### src/rtl/multicycle_ctrl.sv
// multicycle_ctrl: multi-cycle main control unit.
// Sequences each instruction through FETCH, DECODE, EXEC, MEM and WB. It
// drives ALUOp per instruction class for alucontrol plus every datapath strobe.
// It handshakes with variable-latency instruction/data memories, flags halt and
// illegal opcodes, and counts retired instructions.
//
// Ports:
//   clk, rst        rising-edge clock, synchronous active-high reset
//   opcode          instruction-register opcode, sampled in DECODE only
//   imem_ready      instruction fetch completes this cycle
//   dmem_ready      data access completes this cycle
//   branch_cond     ALU compare result, used in EXEC for branches
//   ALUOp           class code to alucontrol
//   imem_req, ir_write, pc_inc, pc_branch, pc_jump, alu_src,
//   dmem_req, dmem_we, reg_write, mem_to_reg   datapath strobes
//   halted, illegal sticky status flags
//   instr_count     retired-instruction counter (wraps)
module multicycle_ctrl #(
  parameter int unsigned CNT_W = 32
) (
  input  logic             clk,
  input  logic             rst,
  input  logic [5:0]       opcode,
  input  logic             imem_ready,
  input  logic             dmem_ready,
  input  logic             branch_cond,
  output logic [1:0]       ALUOp,
  output logic             imem_req,
  output logic             ir_write,
  output logic             pc_inc,
  output logic             pc_branch,
  output logic             pc_jump,
  output logic             alu_src,
  output logic             dmem_req,
  output logic             dmem_we,
  output logic             reg_write,
  output logic             mem_to_reg,
  output logic             halted,
  output logic             illegal,
  output logic [CNT_W-1:0] instr_count
);

  typedef enum logic [2:0] {
    S_FETCH,
    S_DECODE,
    S_EXEC,
    S_MEM,
    S_WB,
    S_STOP
  } state_t;

  state_t     state_q, state_d;
  logic [5:0] op_q;
  logic       retire;

  logic is_r, is_i, is_br, is_ld, is_st, is_j;
  always_comb begin
    is_r  = (op_q == 6'd0);
    is_i  = (op_q >= 6'd1)  && (op_q <= 6'd7);
    is_br = (op_q >= 6'd8)  && (op_q <= 6'd13);
    is_ld = (op_q == 6'd14);
    is_st = (op_q == 6'd15);
    is_j  = (op_q == 6'd16);
  end

  always_comb begin
    state_d    = state_q;
    retire     = 1'b0;
    ALUOp      = 2'd2;
    imem_req   = 1'b0;
    ir_write   = 1'b0;
    pc_inc     = 1'b0;
    pc_branch  = 1'b0;
    pc_jump    = 1'b0;
    alu_src    = 1'b0;
    dmem_req   = 1'b0;
    dmem_we    = 1'b0;
    reg_write  = 1'b0;
    mem_to_reg = 1'b0;
    // Outputs stay at their idle defaults while rst is high, whatever state holds.
    if (!rst) begin
      case (state_q)
        S_FETCH: begin
          imem_req = 1'b1;
          if (imem_ready) begin
            ir_write = 1'b1;
            pc_inc   = 1'b1;
            state_d  = S_DECODE;
          end
        end
        S_DECODE: begin
          if (opcode >= 6'd17) state_d = S_STOP;
          else                 state_d = S_EXEC;
        end
        S_EXEC: begin
          if (is_r) begin
            ALUOp   = 2'd3;
            state_d = S_WB;
          end else if (is_i) begin
            ALUOp   = 2'd1;
            alu_src = 1'b1;
            state_d = S_WB;
          end else if (is_br) begin
            ALUOp     = 2'd0;
            pc_branch = branch_cond;
            retire    = 1'b1;
            state_d   = S_FETCH;
          end else if (is_j) begin
            pc_jump = 1'b1;
            retire  = 1'b1;
            state_d = S_FETCH;
          end else if (is_ld || is_st) begin
            alu_src = 1'b1;
            state_d = S_MEM;
          end else begin
            state_d = S_FETCH;
          end
        end
        S_MEM: begin
          alu_src  = 1'b1;
          dmem_req = 1'b1;
          dmem_we  = is_st;
          if (dmem_ready) begin
            if (is_st) begin
              retire  = 1'b1;
              state_d = S_FETCH;
            end else begin
              state_d = S_WB;
            end
          end
        end
        S_WB: begin
          reg_write  = 1'b1;
          mem_to_reg = is_ld;
          retire     = 1'b1;
          state_d    = S_FETCH;
        end
        S_STOP:  state_d = S_STOP;
        default: state_d = S_FETCH;
      endcase
    end
  end

  always_ff @(posedge clk) begin
    if (rst) begin
      state_q     <= S_FETCH;
      op_q        <= '0;
      halted      <= 1'b0;
      illegal     <= 1'b0;
      instr_count <= '0;
    end else begin
      state_q <= state_d;
      if (state_q == S_DECODE) begin
        op_q <= opcode;
        if (opcode == 6'd17) halted  <= 1'b1;
        if (opcode >= 6'd18) illegal <= 1'b1;
      end
      if (retire) instr_count <= instr_count + {{(CNT_W-1){1'b0}}, 1'b1};
    end
  end

endmodule

### config.mk
export PLATFORM = sky130hd
export DESIGN_NAME = multicycle_ctrl
export DESIGN_NICKNAME = d
export VERILOG_FILES = /design/src/rtl/multicycle_ctrl.sv
export SDC_FILE = /design/constraint.sdc
export NUM_CORES = 1
export LEC_CHECK = 0
export CORE_MARGIN = 1.5
export CORE_UTILIZATION = 25
export DETAILED_ROUTE_END_ITERATION = 6
export PLACE_DENSITY = 0.47
export REMOVE_ABC_BUFFERS = 1
export SETUP_SLACK_MARGIN = 0.3
export SLEW_MARGIN = 20
export SYNTH_ARGS = -nofsm -noshare
export SYNTH_HDL_FRONTEND = slang
export SYNTH_SLANG_ARGS = --single-unit
export TNS_END_PERCENT = 50
### constraint.sdc
create_clock -name clk -period 2.2 [get_ports clk]
set_clock_uncertainty 0.1 [all_clocks]
set_input_delay 0.33 -clock clk [delete_from_list [all_inputs] [get_ports clk]]
set_output_delay 0.33 -clock clk [all_outputs]
set_load 0.02 [all_outputs]
After elaboration in Yosys (flattened, before gate mapping). Cells that the tools add are included.

Add/sub/neg operators: 1. $lt $le $gt $ge: 6. Equal/unequal tests: 11. Mux-type cells: 53. Reduce and logical (&&, ||, !) cells: 8.

Operator list (count): $mux W1 (36); $add A32 B1 Y32 const B (1); $mux W3 (6); $mux W2 (8); $pmux W3 S5 (1); $eq A6 B4 Y1 const B (2); $eq A6 B5 Y1 const B (2); $ge A6 B5 Y1 const B (2); $eq A3 B2 Y1 const B (2); $eq A3 B3 Y1 const B (2); $ge A6 B1 Y1 const B (1); $ge A6 B4 Y1 const B (1); $le A6 B3 Y1 const B (1); $le A6 B4 Y1 const B (1); $logic_not A6 Y1 (1); $reduce_and A2 Y1 (3); $ne A2 B2 Y1 const B (2); $eq A3 B1 Y1 const B (1); $logic_not A3 Y1 (1); $pmux W1 S3 (1); $logic_and A1 B1 Y1 (2); $pmux W1 S2 (1); $logic_or A1 B1 Y1 (1).

Register bits after elaboration: 43. Input bits: 11. Output and inout port bits: 46. Logic and storage cells: 84.

Longest topological paths before layout.
Depth in word-level cells: 9. Gate-level depth with buffers: 8. Mapped depth without buffers: 5.

Worst setup path before layout. Ideal clock, no wire load.

Kind: reg2reg. Start: register op_q[3]. End: register instr_count[21]. Library setup time: 0.071 ns. Data arrival time: 2.106 ns. Data required time: 2.029 ns. Path slack: -0.077 ns. Cell stages (with the launch flop): 8. Period minus slack after synthesis: 2.277 ns. Cells stage by stage: dfxtp_1 -> clkbuf_1 -> nand4_1 -> nor4_4 -> a221oi_2 -> buf_6 -> or4_1 -> a21oi_1.

Word-level cells in the longest chain between the ends: 7.

Ends and longest elaborated chain: start, declared (line 53) `logic [5:0] op_q;`; start signal, assigned (line 154) `op_q <= opcode;`; $ge A6 B4 Y1, or another cell as far along (line 60) `is_br = (op_q >= 6'd8) && (op_q <= 6'd13);`; $logic_and A1 B1 Y1 / $mux W1 (equally long branches) (line 60, 108); $mux W1 (line 103) `end else if (is_br) begin`; $mux W1 (line 99) `end else if (is_i) begin`; $mux W1 (line 96) `if (is_r) begin`; $pmux W1 S3 (*) (line 82) `case (state_q)`; $mux W1 (*) (line 81) `if (!rst) begin`; end signal, assigned (line 158) `if (retire) instr_count <= instr_count + {{(CNT_W-1){1'b0}}, 1'b1};`; end, declared (line 40) `output logic [CNT_W-1:0] instr_count`.

Mark *: on every way between the ends. The rest lies on a longest branch, timed or not. A chain may end at the register's enable or synchronous reset.

Worst setup path in the final report.
Start: register op_q[2]. End: register instr_count[25].

Same word-level chain as after synthesis.

==> out/results.ini <==
[critical_path]
cp_top_family=compound AO/OA/AOI/OAI gates
worstPathMaxFanout=7
path_class=register to register
critical_path_arrival_ns=2.32
path_buf_inv=4
crit_path_top_delay_cell=a221oi_4
path_cells=nand2_4 -> buf_6 -> buf_6 -> a22o_4 -> a221oi_4 -> clkbuf_16 -> buf_6 -> nor4_1 -> o21a_1
end_kind=register
worstReg2RegEnd=instr_count[25]
reg2reg_from=op_q[2]
r2r_setup_slack_ns=-0.03
cp.required_ns=2.29
r2r_cells=9
slowest_delay_ns=0.55
cp-start-kind=register
crit_path_frequent_cell=buf_6

[routing]
first_pass_iters=4
vias_per_cell=5.24
wl_per_cell_um=16.0
vias=2652
drt_iter0_drc=89
ant_nets=0
wl_um=8090
drc_errors=0

[hold_path]
hold_path.class=register to register
min_to=illegal
min_path_cells=2
holdCritStartpoint=illegal

[layout]
n_antenna_cell=0
final_nets=406
fillers=912
drive_gt1_frac=0.354
multi_input_area_mm2=0.00166
seq_area_um2=876
layout_commonest_cell=buf_4
layout.cells.non_filler=506
layout_common_cells=buf_4, clkdlybuf4s50_1, dfxtp_1, buf_6, nand2_1
syn2layout_area_growth_pct=71.5

[floorplan]
die_y_um=100
rows=35
start_util=0.256
coreArea_mm2=0.00920
die_w_um=100
dieArea_mm2=0.0100
pin_count=57

[grt]
grt_overflow_total=0
grt_pass1_wl_um=12900
grt_max_degree=21
grt_pass1_vias=2541
antenna_found_initial=0
grt_util_all_layers=0.161

[status]
violations=setup timing
status=complete, but fails checks

[place]
io_buffers=56
dp_cells=476
pre_cts_ws_ns=-0.511
place_congestion=0.784
hpwl_um=5150

[synth]
seq_area_frac_synth=0.366
async_reset_ff_frac=0
syn_avg_cell_area_um2=8.23
synth_edf_count=0
synth_cell_types=54
synth_warnings=0
synthCells=286
synth_seq_cells=43
ys.flop_type=dfxtp_1
syn-cell-area_mm2=0.00235

[sta]
fin_crit_sh=1.01
max_slew_margin=0.593
whs_ns=0.377
hold_violations=0
fin_crit_ns=2.23
tightest_slew_ns=0.610
setup_viol=3
worst_slack_ns=-0.0325
fmax_mhz=448
slew_violations=0
rsz0062_at_grt=true

[clock_tree]
htree_levels=2
cts_tree=done
clockBufferDepth=2
cts_buffers=5
cts-root-buf=clkbuf_8
cts.hold.buffers_added=0
clkTransAtPathRegs_ns=0.08
cts_num_sinks=43
worstSkewPairLatency_ns=0.30

[pwr]
ir_worst_vdd_mv=0.262
power_density_mw_per_mm2=415
leakage_uw=0.00149

[job]
max-cap-violations=0

power by group:
group	leakage, uW	total, uW	internal, uW	switching [uW]
registers	0.000352	806	791	14.9
clock network	0.0000515	575	287	288
logic	0.00109	294	148	146
synthesized netlist by cell type (all sizes together) (2+ instances only):
master | n | area share
and2 | 3 | 0.0080
inv | 8 | 0.013
and3 | 4 | 0.011
or3 | 2 | 0.0053
o41ai | 4 | 0.015
nor4 | 9 | 0.033
nand3 | 13 | 0.028
buf | 11 | 0.031
o21a | 2 | 0.0064
nand4b | 3 | 0.011
nor3 | 6 | 0.015
nand4 | 10 | 0.027
a21oi | 27 | 0.057
and4 | 3 | 0.011
nand2 | 28 | 0.045
dfxtp | 43 | 0.37
o311ai | 3 | 0.011
nor2b | 2 | 0.0053
o31ai | 18 | 0.057
clkbuf | 11 | 0.018
nor2 | 20 | 0.035
or4 | 16 | 0.051
mux2i | 8 | 0.034
o21ai | 9 | 0.019
o31a | 2 | 0.0074
worst max path at each step:
stage / from / end / cells after the start
4_1_cts: op_q[2] / instr_count[6] / 9
6_report: op_q[2] / instr_count[25] / 9
3_5_place_dp: rst / dmem_we / 6
2_1_floorplan: state_q[2] / instr_count[25] / 5
3_3_place_gp: rst / dmem_we / 6
5_1_grt: op_q[2] / instr_count[25] / 9
worst min-delay path: stages, from the launching register on:
cell,delay (ns)
dfxtp_1,0.32
inv_1,0.05
a21oi_1,0.06
per-layer routing:
metal	vias up	part of all wire	global-route usage
li1	1324	-	-
met1	1240	0.45	0.204
met2	70	0.48	0.269
met5	-	0	0
met4	0	0.028	0.0574
met3	18	0.044	0.0341
state kept, by name (all words and copies together), names as in the netlist:
signal,cells
halted,1
state_q,3
op_q,6
illegal,1
instr_count,32
area by class of cell:
| type | instances | area share |
|---|---|---|
| multi-input combinational | 212 | 0.412 |
| timing repair buffer | 123 | 0.303 |
| sequential | 43 | 0.217 |
| tap | 111 | 0.0344 |
| clock buffer | 8 | 0.0248 |
| inverter | 9 | 0.00899 |
stage by stage:
| stage | setup TNS, ns | util | cell area [um^2] | power [uW] |
|---|---|---|---|---|
| 6_report | -0.0354 | 0.439 | 4040 | 1680 |
| 5_1_grt | -1.61 | 0.439 | 4040 | 1750 |
| 4_1_cts | -0.0869 | 0.410 | 3770 | 1670 |
| 3_5_place_dp | -15.95 | 0.360 | 3310 | 1040 |
| 3_3_place_gp | -14.21 | 0.360 | 3310 | 1040 |
| 2_1_floorplan | -18.79 | - | 2240 | 910 |
timing repair:
item / in CTS / in global routing
pin swaps: 48 / 36
endpoints found under the setup margin: 45 / 48
resized for setup: 118 / 48
gates cloned: 3 / 1
buffers inserted: 14 / 4
logic make-up after synthesis:
logic type,after synthesis,synth area share
flops,43,0.366
buf+inv,31,0.0627
simple gates,124,0.305
mux,8,0.0340
xor+xnor,1,0.00372
fa+ha+maj,1,0.00531
compound gates,78,0.224
Note: power is estimated with default switching activity, not from simulation.
==> RTL change (same settings) <==
Set the parameter `CNT_W` to 64 (it was 32).
--- a/src/rtl/multicycle_ctrl.sv
+++ b/src/rtl/multicycle_ctrl.sv
@@ -16,7 +16,7 @@
 //   halted, illegal sticky status flags
 //   instr_count     retired-instruction counter (wraps)
 module multicycle_ctrl #(
-  parameter int unsigned CNT_W = 32
+  parameter int unsigned CNT_W = 64
 ) (
   input  logic             clk,
   input  logic             rst,
Ports: changed (resized instr_count); port bits go from 57 to 89. The function was not compared with the original's and may differ.
==> RTL change against the original RTL <==
  * Sequential power is 72% higher
  * Total power is 85% higher
  * Highest routed layer unchanged
  * Synthesized area is 70% higher
  * Final area is 70% higher
  * The flow still finishes with violations (negative setup slack)
  * Wire length is 71% higher
  * Core utilization is 0.37 points lower
  * Sequential cell count is 32 higher
  * Setup slack worse by 260 ps
  * First-iteration DRC count is 130% higher
==> RTL change: results (changes against the original RTL) <==
H-Tree Depth=3 (+1); maximum number of pins on one net before global-route repair=70 (+230%); area fraction in compound gates after synthesis=20.0% (-2.3 points); largest voltage drop on the vdd net=343 µV (+31%); number of clock buffers inserted by TritonCTS=9 (+4); ratio of cells with drive above 1 in the final layout=32.6% (-2.9 points); final hold slack=356 ps (-20.5 ps); Clock transition at path regs=60 ps (-20 ps); Comb. pwr=312 µW (+6%); violations in the final reports=negative setup slack; dpl ws=-364 ps (+147 ps); final setup violation count=65 (+62); power spent charging and discharging nets=747 µW (+66%); setup tns final=-10780 ps (-10750 ps); number of global-route vias before repair=4452 (+75%); portion of total power attributed to the clock network=45.1% (+11 points); outcome=finished with violations; most frequent cells after synthesis=75 x sky130_fd_sc_hd__dfxtp_1, 50 x sky130_fd_sc_hd__nor2_1, 44 x sky130_fd_sc_hd__a21oi_1, 29 x sky130_fd_sc_hd__or4_1, 24 x sky130_fd_sc_hd__o31ai_1; library cells used by synthesis=53 (-1.9%); instance area after placement=6010 µm² (+81%); registers with the highest flip-flop counts=instr_count x64, op_q x6, state_q x3; number of standard cells after synthesis=485 (+70%); cell family with most CP delay=simple AND/OR/NAND/NOR gates; via count normalized by instance count=4.91 (-6.4%); clock latency on the worst-skew pair=340 ps (+40 ps); # placed instances=884 (+86%); max-slew headroom at the worst pin=47.7% (-12 points); count of buffers from port buffering=88 (+57%); Resize count post-CTS=108 (-8.5%); estimated wirelength of the detail-placed design=9.87 mm (+92%); Final Worst Setup Slack=-296 ps (-264 ps); DRT Pass-1 Iters=6 (+2)
[RTL change: cell types whose count changed in the layout (fill, tap and decap cells not counted), sizes merged, moves of 8 or more]
| cell | unedited run | this run |
|---|---|---|
| xor2 | 0 | 17 |
| clkdlybuf4s50 | 38 | 46 |
| dlymetal6s2s | 5 | 25 |
| buf | 77 | 154 |
| nand4 | 10 | 21 |
| o21ai | 9 | 22 |
| dfxtp | 43 | 75 |
| or4 | 16 | 29 |
| a21oi | 27 | 44 |
| nor2 | 20 | 50 |
| or3 | 2 | 16 |
| o2111ai | 0 | 11 |
[RTL change: layout make-up]
cell class	count	area (µm²)
timing repair buffer	229	2110
tap	216	270
clock buffer	14	264
sequential	75	1510
clock inverter	2	10.0
multi-input combinational	367	2650
inverter	13	48.8
fill	1551	8900
[RTL change: routing by layer]
layer  global-route usage, %  part of all wire [%]  wire length [µm]
met1                    22.9                    48              6640
met2                    28.1                    47              6490
met3                    4.58                   4.3               599
met4                    3.14                  0.79               109
met5                       0                     0                 0
